[src/rtl/uart_rx_fifo.sv]
// uart_rx_fifo: oversampling UART receiver with configurable framing,
// majority-vote bit decisions and a show-ahead receive FIFO with sticky errors.
module uart_rx_fifo #(
    parameter int CLK_FREQ_HZ = 50000000,
    parameter int BAUDRATE    = 115200,
    parameter int OVERSAMPLE  = 16,
    parameter int N_DATA_BITS = 8,
    parameter int LSB_FIRST   = 0,
    parameter int PARITY_EN   = 0,
    parameter int PARITY_ODD  = 0,
    parameter int N_STOP_BITS = 1,
    parameter int FIFO_DEPTH  = 8
) (
    input  logic                          clk,
    input  logic                          rstn,
    input  logic                          uart_rx,
    input  logic                          rd_en,
    output logic [7:0]                    rd_data,
    output logic                          rd_valid,
    output logic [$clog2(FIFO_DEPTH):0]   fifo_count,
    output logic                          frame_err,
    output logic                          parity_err,
    output logic                          overrun_err,
    input  logic                          err_clr,
    output logic                          interrupt
);
    localparam int DIV  = (CLK_FREQ_HZ + BAUDRATE * OVERSAMPLE / 2) / (BAUDRATE * OVERSAMPLE);
    localparam int M    = OVERSAMPLE / 2;
    localparam int CW   = $clog2(DIV) > 0 ? $clog2(DIV) : 1;
    localparam int IW   = $clog2(OVERSAMPLE);
    localparam int AW   = $clog2(FIFO_DEPTH);
    localparam int CNTW = AW + 1;
    localparam int N    = N_DATA_BITS;

    typedef enum logic [2:0] {IDLE, START, DATA, PARITY, STOP} state_t;

    state_t          state_q;
    logic [1:0]      sync_q;
    logic [CW-1:0]   div_q;
    logic [IW-1:0]   idx_q;
    logic [1:0]      smp_q;
    logic [N-1:0]    sh_q;
    logic [N-1:0]    sh_d;
    logic [2:0]      bit_q;
    logic            stop_q;
    logic            perr_q;
    logic            ferr_q;
    logic            ferr_d;
    logic            rx_s;
    logic            tick;
    logic            dec;
    logic            b;
    logic            last_stop;
    logic            push;
    logic            fe_set;
    logic            pe_set;
    logic            ov_set;

    logic [7:0]      mem_q [FIFO_DEPTH];
    logic [AW-1:0]   wp_q;
    logic [AW-1:0]   rp_q;
    logic [CNTW-1:0] cnt_q;
    logic            frame_err_q;
    logic            parity_err_q;
    logic            overrun_err_q;
    logic            full;
    logic            pop;
    logic            wr;

    assign rx_s = sync_q[1];

    always_comb begin
        tick      = state_q != IDLE && div_q == CW'(DIV - 1);
        dec       = tick && idx_q == IW'(M + 1);
        b         = (smp_q[0] & smp_q[1]) | (rx_s & (smp_q[0] | smp_q[1]));
        sh_d      = LSB_FIRST != 0 ? {b, sh_q[N-1:1]} : {sh_q[N-2:0], b};
        ferr_d    = ferr_q | ~b;
        last_stop = state_q == STOP && dec && stop_q == 1'(N_STOP_BITS - 1);
        push      = last_stop & ~ferr_d & ~perr_q;
        fe_set    = last_stop & ferr_d;
        pe_set    = last_stop & ~ferr_d & perr_q;
        full      = cnt_q == CNTW'(FIFO_DEPTH);
        pop       = rd_en && cnt_q != '0;
        wr        = push && (!full || pop);
        ov_set    = push && full && !pop;
    end

    always_ff @(posedge clk or negedge rstn) begin
        if (!rstn) begin
            sync_q  <= 2'b11;
            state_q <= IDLE;
            div_q   <= '0;
            idx_q   <= '0;
            smp_q   <= '0;
            sh_q    <= '0;
            bit_q   <= '0;
            stop_q  <= 1'b0;
            perr_q  <= 1'b0;
            ferr_q  <= 1'b0;
        end else begin
            sync_q <= {sync_q[0], uart_rx};
            div_q  <= (state_q == IDLE || tick) ? '0 : div_q + 1'b1;
            if (state_q == IDLE)
                idx_q <= '0;
            else if (tick)
                idx_q <= idx_q == IW'(OVERSAMPLE - 1) ? '0 : idx_q + 1'b1;
            if (tick && idx_q == IW'(M - 1))
                smp_q[0] <= rx_s;
            if (tick && idx_q == IW'(M))
                smp_q[1] <= rx_s;
            if (state_q == IDLE && !rx_s) begin
                state_q <= START;
                stop_q  <= 1'b0;
                perr_q  <= 1'b0;
                ferr_q  <= 1'b0;
            end
            // Leaving STOP at the decision point keeps a back-to-back start edge visible.
            if (dec) begin
                case (state_q)
                    START: begin
                        state_q <= b ? IDLE : DATA;
                        bit_q   <= '0;
                    end
                    DATA: begin
                        sh_q  <= sh_d;
                        bit_q <= bit_q + 1'b1;
                        if (bit_q == 3'(N - 1))
                            state_q <= PARITY_EN != 0 ? PARITY : STOP;
                    end
                    PARITY: begin
                        perr_q  <= b != (^sh_q ^ (PARITY_ODD != 0));
                        state_q <= STOP;
                    end
                    STOP: begin
                        ferr_q <= ferr_d;
                        stop_q <= 1'b1;
                        if (last_stop)
                            state_q <= IDLE;
                    end
                    default: state_q <= IDLE;
                endcase
            end
        end
    end

    always_ff @(posedge clk) begin
        if (wr)
            mem_q[wp_q] <= 8'(sh_q);
    end

    always_ff @(posedge clk or negedge rstn) begin
        if (!rstn) begin
            wp_q          <= '0;
            rp_q          <= '0;
            cnt_q         <= '0;
            frame_err_q   <= 1'b0;
            parity_err_q  <= 1'b0;
            overrun_err_q <= 1'b0;
        end else begin
            wp_q          <= wp_q + AW'(wr);
            rp_q          <= rp_q + AW'(pop);
            cnt_q         <= cnt_q + CNTW'(wr) - CNTW'(pop);
            frame_err_q   <= fe_set | (frame_err_q & ~err_clr);
            parity_err_q  <= pe_set | (parity_err_q & ~err_clr);
            overrun_err_q <= ov_set | (overrun_err_q & ~err_clr);
        end
    end

    assign rd_valid    = cnt_q != '0;
    assign rd_data     = rd_valid ? mem_q[rp_q] : 8'd0;
    assign fifo_count  = cnt_q;
    assign frame_err   = frame_err_q;
    assign parity_err  = parity_err_q;
    assign overrun_err = overrun_err_q;
    assign interrupt   = rd_valid | frame_err_q | parity_err_q | overrun_err_q;
endmodule

[config.mk]
export PLATFORM = sky130hd
export DESIGN_NAME = uart_rx_fifo
export DESIGN_NICKNAME = d
export VERILOG_FILES = /design/src/rtl/uart_rx_fifo.sv
export SDC_FILE = /design/constraint.sdc
export NUM_CORES = 1
export LEC_CHECK = 0
export BUFFER_PORTS_ARGS = -buffer_cell sky130_fd_sc_hd__buf_2
export CAP_MARGIN = 20
export CELL_PAD_IN_SITES_DETAIL_PLACEMENT = 0
export CELL_PAD_IN_SITES_GLOBAL_PLACEMENT = 1
export CORE_MARGIN = 2
export CORE_UTILIZATION = 55
export DETAILED_ROUTE_END_ITERATION = 10
export PLACE_DENSITY_LB_ADDON = 0.1
export SLEW_MARGIN = 20
export SYNTH_ARGS = -nofsm -noshare
export SYNTH_HDL_FRONTEND = slang
export SYNTH_SLANG_ARGS = --single-unit
[constraint.sdc]
create_clock -name clk -period 5.2 [get_ports clk]
set_input_delay 1.04 -clock clk [delete_from_list [all_inputs] [get_ports clk]]
set_output_delay 1.04 -clock clk [all_outputs]
set_load 0.1 [all_outputs]
==> impl_metrics.prom <==
# TYPE chip_impl_metric gauge
chip_impl_metric{name="io_buffer_count",unit=""} 21
chip_impl_metric{name="worst_skew_pair.late_latency",unit="ns"} 0.37
chip_impl_metric{name="die_y",unit="um"} 96.1
chip_impl_metric{name="postSynthAreaPerCell",unit="um2"} 15.1
chip_impl_metric{name="vias",unit=""} 2455
chip_impl_metric{name="synth-edff-count",unit=""} 64
chip_impl_metric{name="cts.htree.levels",unit=""} 3
chip_impl_info{name="worstSetupPathType",value="flip-flop to output pin"} 1
chip_impl_metric{name="routed_wl",unit="um"} 7660
chip_impl_info{name="run_status",value="complete, no violations"} 1
chip_impl_metric{name="synth-seq-area-share",unit=""} 0.643
chip_impl_info{name="setup.worst_path.start_class",value="flip-flop"} 1
chip_impl_metric{name="tritoncts_num_sinks",unit=""} 107
chip_impl_info{name="tritoncts",value="built"} 1
chip_impl_info{name="crit_path_end_kind",value="output pin"} 1
chip_impl_metric{name="largest_stage_delay_on_the_critical_path",unit="ns"} 0.74
chip_impl_metric{name="layout.area.seq",unit="um2"} 3000
chip_impl_metric{name="timing.final.hold_violations",unit=""} 0
chip_impl_metric{name="floorplan.die.width",unit="um"} 96.1
chip_impl_info{name="synth.top_cells.by_area",value="edfxtp_1 (41%), dfrtp_1 (22%), mux4_2 (7.7%), ha_1 (4.3%), mux2_2 (2.4%)"} 1
chip_impl_metric{name="required",unit="ns"} 4.16
chip_impl_info{name="slowest_stage",value="dfrtp_2"} 1
chip_impl_metric{name="antenna_cells",unit=""} 0
chip_impl_metric{name="floorplan.core_area",unit="um2"} 8220
chip_impl_metric{name="placement_rows",unit=""} 33
chip_impl_metric{name="clkTransAtPathRegs",unit="ns"} 0.12
chip_impl_metric{name="max-vdd-ir-drop",unit="uV"} 227
chip_impl_metric{name="placement.cell_area",unit="um2"} 4890
chip_impl_metric{name="synth_top_cell_area_share",unit=""} 0.412
chip_impl_metric{name="timing.critical_path.fanout_max",unit=""} 17
chip_impl_metric{name="final.setup_skew",unit="ns"} 0.0190
chip_impl_metric{name="multi_input_area",unit="um2"} 1570
chip_impl_metric{name="cts_max_path_buffers",unit=""} 2
chip_impl_metric{name="synth_async_sr_flop_share",unit=""} 0.402
chip_impl_metric{name="first_iter_violations",unit=""} 117
chip_impl_metric{name="die_footprint",unit="um2"} 9240
chip_impl_metric{name="post_cts.resized_instances",unit=""} 0
chip_impl_metric{name="power_density",unit="nW/um2"} 367
chip_impl_info{name="crit_path_cell_trace",value="mux4_2 > mux2i_1 > nor2_1 > buf_2"} 1
chip_impl_metric{name="timing.max_slew.rel_slack",unit=""} 0.403
chip_impl_metric{name="netlist_instances",unit=""} 309
chip_impl_metric{name="finish.utilization",unit=""} 0.620
chip_impl_metric{name="first_pass_grt_wire_length",unit="um"} 12600
chip_impl_info{name="cts-root-buf",value="clkbuf_8"} 1
chip_impl_metric{name="area_growth_syn_to_layout",unit="%"} 9.14
chip_impl_metric{name="maxSlewViolCount",unit=""} 0
chip_impl_metric{name="cts_made_buffers",unit=""} 9
chip_impl_metric{name="timing.final.crit_period",unit="ns"} 3.24
chip_impl_info{name="min-delay-path-class",value="flip-flop to flip-flop"} 1
chip_impl_metric{name="postLayoutCellArea",unit="um2"} 5090
chip_impl_metric{name="antenna_found_initial",unit=""} 0
chip_impl_metric{name="critPathArrivalTime",unit="ns"} 2.20
chip_impl_metric{name="cts_hold_repair.buffers",unit=""} 0
chip_impl_metric{name="total_i_o_pin_count",unit=""} 22
chip_impl_metric{name="post-route-period-util",unit=""} 0.623
chip_impl_metric{name="maxClockFrequency",unit="MHz"} 309
chip_impl_metric{name="tightestPinTransition",unit="ns"} 0.891
chip_impl_metric{name="dpl.hpwl",unit="um"} 5260
chip_impl_metric{name="postCtsSetupRepairBufs",unit=""} 0
chip_impl_metric{name="initial_standard_cell_utilization_of_the_core",unit=""} 0.568
chip_impl_metric{name="grt_overflow_total",unit=""} 0
chip_impl_metric{name="gr-usage-all-layers",unit=""} 0.189
chip_impl_metric{name="detail-route-antenna-nets",unit=""} 0
chip_impl_metric{name="post_synth_num_cell_types",unit=""} 47
chip_impl_metric{name="fillerInstances",unit=""} 654
chip_impl_metric{name="report.final.setup_viol",unit=""} 0
chip_impl_metric{name="drv_cap",unit=""} 0
chip_impl_metric{name="fin_tns_setup",unit="ns"} 0
chip_impl_metric{name="number_of_nets_in_the_finished_design",unit=""} 356
chip_impl_metric{name="wl_per_cell",unit="um"} 17.3
chip_impl_metric{name="maximum_number_of_pins_on_one_net_before_global_route_repair",unit=""} 44
chip_impl_metric{name="total_leakage_power",unit="uW"} 0.00218
chip_impl_metric{name="place_congestion",unit=""} 0.801
chip_impl_metric{name="dpl.cell_count",unit=""} 428
chip_impl_metric{name="route.detailed.drc",unit=""} 0
chip_impl_info{name="synth.largest_area_cell",value="edfxtp_1"} 1
chip_impl_metric{name="count_of_yosys_warnings_during_synthesis",unit=""} 0
chip_impl_info{name="ys_dominant_reg_cell",value="edfxtp_1"} 1
chip_impl_metric{name="finalPower",unit="uW"} 1870
chip_impl_metric{name="post_synth_instance_area",unit="um2"} 4670
chip_impl_metric{name="synth_nets",unit=""} 331
chip_impl_metric{name="routed_via_density",unit=""} 5.53
chip_impl_metric{name="vias_in_the_first_global_route",unit=""} 2416
chip_impl_info{name="grt_setup_unrepaired",value="false"} 1
chip_impl_metric{name="drt_pre_antenna_iters",unit=""} 4
chip_impl_metric{name="fraction_of_layout_cells_with_a_size_suffix_above_1",unit=""} 0.227
chip_impl_metric{name="ys_ff_latch",unit=""} 107
chip_impl_metric{name="final-instance-count-excl-fill",unit=""} 444
[cell usage in the layout, fill, tap and decap left out, types with 9 or more instances in the layout]
cell	Yosys	layout
clkbuf_8	0	9
a21oi_1	11	11
nor2_1	24	24
mux4_2	16	16
edfxtp_1	64	64
dfrtp_1	41	40
buf_2	3	20
nand2_1	14	14
mux2i_1	10	10
mux2_2	10	10
inv_1	14	14
ha_1	16	16
[flip-flops by register name, summed over array words and instances, names as in the netlist, 2 cells and up]
signal,count
bit_q,3
div_q,5
fifo_count,4
idx_q,4
mem_q,64
rp_q,3
sh_q,8
smp_q,2
state_q,3
sync_q,2
wp_q,3
[per-stage QoR]
| step | hold WS (ns) | worst slack [ns] |
|---|---|---|
| after floorplan | 0.345 | 1.16 |
| final | 0.361 | 1.96 |
| after global routing | 0.369 | 1.77 |
| after global placement | 0.347 | 2.02 |
| after CTS | 0.363 | 1.55 |
| after detailed placement | 0.349 | 1.98 |
[worst paths after layout]
check                      cells after the start  slack, ns           startpoint                 endpoint
max                                            4       1.96    rp_q[0]$_DFF_PN0_               rd_data[3]
min                                            0       0.36  sync_q[0]$_DFF_PN1_      sync_q[1]$_DFF_PN1_
max in group asynchronous                      1       4.16                 rstn      sync_q[1]$_DFF_PN1_
max reg2reg                                    6       2.57   div_q[0]$_DFF_PN0_    mem_q[7][1]$_DFFE_PP_
min in group asynchronous                      1       0.64                 rstn  fifo_count[3]$_DFF_PN0_
min reg2reg                                    0       0.36  sync_q[0]$_DFF_PN1_      sync_q[1]$_DFF_PN1_
[cell usage after synthesis (2+ instances only)]
master     instances
mux4_2            16
o21ai_0            6
nand3b_1           2
nor2b_1            7
a31oi_1            2
xor2_1             6
mux2i_1           10
nand3_1            5
o2bb2ai_1          3
o22ai_1            2
edfxtp_1          64
clkbuf_1           5
a21oi_1           11
buf_4              2
xnor2_1            8
inv_1             14
buf_2              3
dfstp_2            2
mux2_2            10
ha_1              16
nand2b_1           3
or3_1              2
nand2_1           14
nand4_1            3
dfrtp_1           41
nor4_1             2
nor2_1            24
nor3_1             7
[kinds of logic after synthesis]
logic type | Yosys count | share of synthesized area
DFF | 107 | 0.643
and+or+nand+nor | 80 | 0.0962
muxes | 36 | 0.123
AOI/OAI and AO/OA | 28 | 0.0354
buffers and inverters | 25 | 0.0225
adders and majority gates | 18 | 0.0493
xor gates and xnor gates | 15 | 0.0311
[critical path: cells and delay by family, from the launching register on]
| kind | cells | cell delay, ns |
|---|---|---|
| mux | 2 | 0.75 |
| buf+inv | 1 | 0.28 |
| simple gates | 1 | 0.05 |
| flops | 1 | 0.74 |
[per-layer routing]
layer  wire length [um]  GRT usage  vias up
met5                  0          0        -
met4                102     0.0714        0
met3                171     0.0329        9
met2               3700      0.302       32
met1               3680      0.260     1218
li1                   -          -     1196
[layout make-up]
class / instances / share of cell area
flip-flops and latches: 107 / 0.589
multi-input cells: 177 / 0.309
repair buffers: 25 / 0.0270
well taps: 105 / 0.0258
clock buffers: 9 / 0.0243
clock inverters: 7 / 0.0147
inverters: 14 / 0.0103
[power by group]
group	internal [uW]	total, uW	switching [uW]
combinational	128	352	224
clock	190	493	303
sequential	924	1020	100
total	1240	1870	627
No activity file was read; power rests on OpenSTA's default activity.
